--- src/rtl/kmi_cmd_sequencer.sv ---
// kmi_cmd_sequencer: sends one PS/2 host command to the KMI over APB, retries on RESEND or bad
// replies, then collects the device's response bytes. Define KMI_SEQ_STATS_EN for err_count.
module kmi_cmd_sequencer #(
    parameter int         MAX_RETRY      = 3,
    parameter int         TIMEOUT_CYCLES = 65536,
    parameter logic [7:0] ACK_BYTE       = 8'hFA,
    parameter logic [7:0] RESEND_BYTE    = 8'hFE
) (
    input  logic       pclk,
    input  logic       nkmirst,
    input  logic       cmd_valid,
    output logic       cmd_ready,
    input  logic [7:0] cmd_byte,
    input  logic [1:0] cmd_nresp,
    output logic       resp_valid,
    output logic [7:0] resp_byte,
    output logic       done,
    output logic [1:0] err,
    output logic       psel,
    output logic       penable,
    output logic       pwrite,
    output logic [7:0] pwdata,
    input  logic [7:0] prdata,
    input  logic       pready,
    input  logic       kmiintr,
    output logic [7:0] err_count
);

    localparam int TW = $clog2(TIMEOUT_CYCLES + 1);
    localparam int RW = $clog2(MAX_RETRY + 2);
    localparam logic [TW-1:0] TIMER_LAST = TW'(TIMEOUT_CYCLES - 1);
    localparam logic [RW-1:0] RETRY_MAX  = RW'(MAX_RETRY);

    localparam logic [1:0] ERR_OK      = 2'd0;
    localparam logic [1:0] ERR_TIMEOUT = 2'd1;
    localparam logic [1:0] ERR_RETRY   = 2'd2;

    typedef enum logic [3:0] {
        IDLE,
        TX_SETUP,
        TX_ACCESS,
        WAIT_ACK,
        RD_SETUP,
        RD_ACCESS,
        CHECK,
        WAIT_RESP,
        EMIT,
        DONE
    } state_t;

    state_t          state_q;
    state_t          state_d;
    logic [7:0]      cmd_q;
    logic [1:0]      remain_q;
    logic [RW-1:0]   retry_q;
    logic [TW-1:0]   timer_q;
    logic [7:0]      rdata_q;
    logic [1:0]      err_q;
    logic            ret_emit_q;

    logic            accept;
    logic            timer_clr;
    logic            timer_inc;
    logic            ret_load;
    logic            ret_emit_d;
    logic            cap_rdata;
    logic            retry_inc;
    logic            remain_dec;
    logic            err_load;
    logic [1:0]      err_val;
    logic            retry_req;

    // A RESEND and any unrecognised reply are both answered by re-sending the command.
    assign retry_req = (rdata_q == RESEND_BYTE) || (rdata_q != ACK_BYTE);

    always_ff @(posedge pclk or negedge nkmirst) begin
        if (!nkmirst) begin
            state_q <= IDLE;
        end else begin
            state_q <= state_d;
        end
    end

    always_comb begin
        state_d    = state_q;
        accept     = 1'b0;
        timer_clr  = 1'b0;
        timer_inc  = 1'b0;
        ret_load   = 1'b0;
        ret_emit_d = 1'b0;
        cap_rdata  = 1'b0;
        retry_inc  = 1'b0;
        remain_dec = 1'b0;
        err_load   = 1'b0;
        err_val    = ERR_OK;
        unique case (state_q)
            IDLE: begin
                if (cmd_valid) begin
                    accept  = 1'b1;
                    state_d = TX_SETUP;
                end
            end
            TX_SETUP: state_d = TX_ACCESS;
            TX_ACCESS: begin
                if (pready) begin
                    timer_clr = 1'b1;
                    state_d   = WAIT_ACK;
                end
            end
            WAIT_ACK: begin
                if (kmiintr) begin
                    ret_load   = 1'b1;
                    ret_emit_d = 1'b0;
                    state_d    = RD_SETUP;
                end else if (timer_q == TIMER_LAST) begin
                    err_load = 1'b1;
                    err_val  = ERR_TIMEOUT;
                    state_d  = DONE;
                end else begin
                    timer_inc = 1'b1;
                end
            end
            RD_SETUP: state_d = RD_ACCESS;
            RD_ACCESS: begin
                if (pready) begin
                    cap_rdata = 1'b1;
                    state_d   = ret_emit_q ? EMIT : CHECK;
                end
            end
            CHECK: begin
                if (retry_req) begin
                    if (retry_q < RETRY_MAX) begin
                        retry_inc = 1'b1;
                        state_d   = TX_SETUP;
                    end else begin
                        err_load = 1'b1;
                        err_val  = ERR_RETRY;
                        state_d  = DONE;
                    end
                end else if (remain_q == 2'd0) begin
                    err_load = 1'b1;
                    state_d  = DONE;
                end else begin
                    timer_clr = 1'b1;
                    state_d   = WAIT_RESP;
                end
            end
            WAIT_RESP: begin
                if (kmiintr) begin
                    ret_load   = 1'b1;
                    ret_emit_d = 1'b1;
                    state_d    = RD_SETUP;
                end else if (timer_q == TIMER_LAST) begin
                    err_load = 1'b1;
                    err_val  = ERR_TIMEOUT;
                    state_d  = DONE;
                end else begin
                    timer_inc = 1'b1;
                end
            end
            EMIT: begin
                remain_dec = 1'b1;
                if (remain_q == 2'd1) begin
                    err_load = 1'b1;
                    state_d  = DONE;
                end else begin
                    timer_clr = 1'b1;
                    state_d   = WAIT_RESP;
                end
            end
            DONE: state_d = IDLE;
            default: state_d = IDLE;
        endcase
    end

    always_ff @(posedge pclk or negedge nkmirst) begin
        if (!nkmirst) begin
            cmd_q      <= 8'h00;
            remain_q   <= 2'd0;
            retry_q    <= '0;
            timer_q    <= '0;
            rdata_q    <= 8'h00;
            err_q      <= ERR_OK;
            ret_emit_q <= 1'b0;
        end else begin
            if (accept) begin
                cmd_q    <= cmd_byte;
                remain_q <= cmd_nresp;
                retry_q  <= '0;
                err_q    <= ERR_OK;
            end
            if (retry_inc) begin
                retry_q <= retry_q + 1'b1;
            end
            if (remain_dec) begin
                remain_q <= remain_q - 2'd1;
            end
            if (timer_clr) begin
                timer_q <= '0;
            end else if (timer_inc) begin
                timer_q <= timer_q + 1'b1;
            end
            if (ret_load) begin
                ret_emit_q <= ret_emit_d;
            end
            if (cap_rdata) begin
                rdata_q <= prdata;
            end
            if (err_load) begin
                err_q <= err_val;
            end
        end
    end

`ifdef KMI_SEQ_STATS_EN
    logic [7:0] err_count_q;

    always_ff @(posedge pclk or negedge nkmirst) begin
        if (!nkmirst) begin
            err_count_q <= 8'h00;
        end else if (err_load && (err_val != ERR_OK) && (err_count_q != 8'hFF)) begin
            err_count_q <= err_count_q + 8'd1;
        end
    end

    assign err_count = err_count_q;
`else
    assign err_count = 8'h00;
`endif

    // cmd handshake: a command is taken on any rising edge where cmd_valid && cmd_ready;
    // cmd_ready is high only in IDLE, so it stays low from acceptance through the done cycle.
    assign cmd_ready  = (state_q == IDLE);
    assign psel       = (state_q == TX_SETUP) || (state_q == TX_ACCESS) ||
                        (state_q == RD_SETUP) || (state_q == RD_ACCESS);
    assign penable    = (state_q == TX_ACCESS) || (state_q == RD_ACCESS);
    assign pwrite     = (state_q == TX_SETUP) || (state_q == TX_ACCESS);
    assign pwdata     = cmd_q;
    assign resp_valid = (state_q == EMIT);
    assign resp_byte  = rdata_q;
    assign done       = (state_q == DONE);
    assign err        = err_q;

endmodule

--- config.mk ---
export PLATFORM = sky130hd
export DESIGN_NAME = kmi_cmd_sequencer
export DESIGN_NICKNAME = d
export VERILOG_FILES = /design/src/rtl/kmi_cmd_sequencer.sv
export SDC_FILE = /design/constraint.sdc
export NUM_CORES = 1
export LEC_CHECK = 0
export CAP_MARGIN = 20
export CORE_AREA = 4 4 79 81
export CTS_BUF_LIST = sky130_fd_sc_hd__clkbuf_8
export CTS_CLUSTER_SIZE = 12
export DETAILED_ROUTE_END_ITERATION = 8
export DIE_AREA = 0 0 83 85
export PLACE_DENSITY = 0.71
export SLEW_MARGIN = 30
export SYNTH_ARGS = -nofsm -noshare
export SYNTH_HDL_FRONTEND = slang
export SYNTH_SLANG_ARGS = --single-unit
--- constraint.sdc ---
create_clock -name pclk -period 2.74 [get_ports pclk]
set_clock_uncertainty 0.05 [all_clocks]
set_input_delay 0.822 -clock pclk [delete_from_list [all_inputs] [get_ports pclk]]
set_output_delay 0.822 -clock pclk [all_outputs]
set_load 0.02 [all_outputs]
==> flow_summary.yaml <==
synthesis:
  syn_avg_cell_area_um2: 9.38
  synth_cell_type_count: 50
  ys.flop_type: "dfrtp_1"
  ys_ff_latch: 45
  yosysWarnings: 0
  synth_area_um2: 2440
  synth_cells: 260
  synth_edf_count: 0
  yosysSeqAreaShare_pct: 46.2
  async_flop_share_pct: 100
global_route:
  grt_pass1_vias: 2112
  grt_pass1_wl_um: 9670
  grt_max_degree: 46
  grt_antenna_before_repair: 0
  grt-ovfl-total: 0
  gr-usage-all-layers_pct: 16.2
timing:
  worst_pin_slew_ps: 635
  hold_viol: 0
  post-route-period-util_pct: 94.9
  fmax_mhz: 385
  timing.slew.headroom_pct: 57.7
  maxSlewViolCount: 0
  setup_violations: 0
  rsz0062_at_grt: "true"
  post-route-min-period_ps: 2600
  worst_slack_ps: 141
placed_design:
  dp_hpwl_um: 4030
  dpl.cell_count: 382
  io_buffers: 46
  globalplace.congestion: 0.817
  dpl_cell_area_um2: 3020
  preCtsSetupSlack_ps: -80.1
power:
  switchingPower_mw: 1.13
  powerDensity_nw_per_um2: 941
  combPwrFrac_pct: 48.5
  max-vdd-ir-drop_mv: 0.583
  p_int_mw: 1.83
  switching_share_pct: 38.1
  clkPwrFrac_pct: 17.6
  p_leak_nw: 1.45
  p_total_mw: 2.95
  power_frac_seq_pct: 33.9
clocking:
  clk_pin_slew_ps: 90
  htreeDepth: 2
  cts_sinks: 45
  cts_tree: "yes"
  numCtsBuffers: 5
  clockBufferDepth: 2
  clock_latency_ps: 290
  root_buffer: "clkbuf_8"
  cts_hold_buf: 0
worst_setup_path:
  path_buf_inv: 1
  crit_required_ps: 2830
  crit_chain: "nand4_1, nor4_2, and3_1, ha_1, nand3b_1, or4_1, buf_4, o21ai_0, a21oi_1"
  reg2reg_from: "timer_q[8]"
  reg2reg_slack_ps: 140
  crit_path_max_fanout: 7
  crit_family: "simple AND/OR/NAND/NOR gates"
  worstPathArrival_ps: 2690
  path_class: "flip-flop to flip-flop"
  endpoint_kind: "flip-flop"
  cpPeakStageDelay_ps: 600
  startpoint_type: "flip-flop"
  critPathSlowestCell: "or4_1"
  reg2regPathDepth: 9
  regToRegEndpoint: "timer_q[10]"
min_path:
  hold_path.startpoint: "pwdata[2]"
  hold_path_depth: 2
  hold-path-endpoint: "pwdata[2]"
  min_path_type: "flip-flop to flip-flop"
drt:
  num_vias: 2029
  detail_route.first_pass.iterations: 4
  drt_iter0_drc: 176
  antenna_left: 0
  wirelength_um: 5410
  viasPerCell: 5.20
  post-route-drc-count: 0
  wl_per_cell_um: 13.9
finish:
  mostFrequentLayoutCell: "dfrtp_1"
  drive_above_1_share_pct: 16.0
  fin_cells: 390
  num_antenna_cells: 0
  finalInstanceArea_um2: 3140
  layout.nets: 345
  fillerInstances: 493
  mostFrequentLayoutCells: "dfrtp_1, nand2_1, clkdlybuf4s50_1"
  area_growth_pct: 28.8
job:
  maxCapViolations: 0
floorplanning:
  die_y_um: 85
  die_x_um: 83
  ioPinCount: 55
  rows: 27
  core-area_um2: 5470
  dieArea_um2: 7060
  start_util_pct: 44.6
outcome:
  status: "complete, no violations"
[stage by stage]
stage / util, % / hold WS [ps] / TNS, ps
floorplan: - / 401 / 0
global route: 57.4 / 450 / -47.0
finish: 57.4 / 426 / 0
detailed placement: 55.2 / 411 / -328
global placement: 55.2 / 407 / -139
CTS: 57.3 / 434 / 0
[metal layers]
layer	part of all wire, %	GRT usage, %	wire (µm)	up-vias
met3	6.9	4.85	373	6
met1	43	19.9	2330	969
met2	49	28.2	2640	57
met5	0	0	0	-
li1	-	-	-	997
met4	1.0	3.71	54	0
[worst reg2reg max path, delay by kind of cell, from the launching register on]
kind            cells  cell delay (ps)
compound gates      2              260
simple gates        5             1300
flops               1              440
fa+ha+maj           1              210
buf+inv             1              180
[cell type report]
type | count | area, µm² | area share, %
Clock buffer | 6 | 82.6 | 2.63
Clock inverter | 2 | 37.5 | 1.20
Multi-Input combinational cell | 189 | 1170 | 37.3
Inverter | 11 | 41.3 | 1.31
Sequential cell | 45 | 1130 | 35.9
Timing Repair Buffer | 65 | 591 | 18.8
Tap cell | 72 | 90.1 | 2.87
[synthesized netlist by cell type, types with 6 or more instances]
| cell type | number | area [µm²] |
|---|---|---|
| mux2_2 | 10 | 113 |
| buf_4 | 9 | 67.6 |
| nor3_1 | 6 | 30.0 |
| dfrtp_1 | 45 | 1130 |
| o21ai_0 | 12 | 60.1 |
| clkbuf_1 | 6 | 22.5 |
| nand3_1 | 9 | 45.0 |
| nand2_1 | 43 | 161 |
| or3_1 | 8 | 50.1 |
| nor2_1 | 17 | 63.8 |
| a21oi_1 | 11 | 55.1 |
| inv_1 | 11 | 41.3 |
[power groups by stage]
| stage | clock network, mW | registers [mW] | logic (mW) |
|---|---|---|---|
| 2_1_floorplan | 0 | 1.13 | 0.742 |
| 3_3_place_gp | 0 | 1.01 | 1.44 |
| 3_5_place_dp | 0 | 1.02 | 1.47 |
| 4_1_cts | 0.536 | 1.00 | 1.46 |
| 5_1_grt | 0.572 | 1.04 | 1.57 |
| 6_report | 0.520 | 1.00 | 1.43 |
[state kept, by name, indices dropped and copies added (netlist names)]
name	cells
timer_q	17
pwdata	8
resp_byte	8
state_q	4
retry_q	3
err	2
remain_q	2
ret_emit_q	1
[worst max-delay path by stage]
stage                   to       start  slack [ps]  cells after the start
6_report       timer_q[10]  timer_q[8]         140                      9
5_1_grt        timer_q[10]  timer_q[8]         -20                      9
4_1_cts         resp_valid  state_q[1]           9                      3
3_5_place_dp   timer_q[10]     kmiintr         -80                      5
3_3_place_gp   timer_q[14]     kmiintr         -40                      5
2_1_floorplan   timer_q[9]  timer_q[3]         370                      9
[what timing repair did]
action | 4_1_cts | 5_1_grt
buffers inserted | 0 | 0
hold endpoints to repair | 0 | 0
setup endpoints to repair | 4 | 10
gates resized for setup | 4 | 7
[logic make-up after synthesis]
| family | after synthesis | share of synthesized area [%] |
|---|---|---|
| and+or+nand+nor | 115 | 24.9 |
| DFF | 45 | 46.2 |
| AOI/OAI and AO/OA | 39 | 10.1 |
| buffers and inverters | 33 | 7.08 |
| muxes | 13 | 5.85 |
| xor gates and xnor gates | 9 | 3.23 |
| adders and majority gates | 5 | 2.57 |
| other | 1 | 0.154 |
Power figures use the tool's default switching activity.
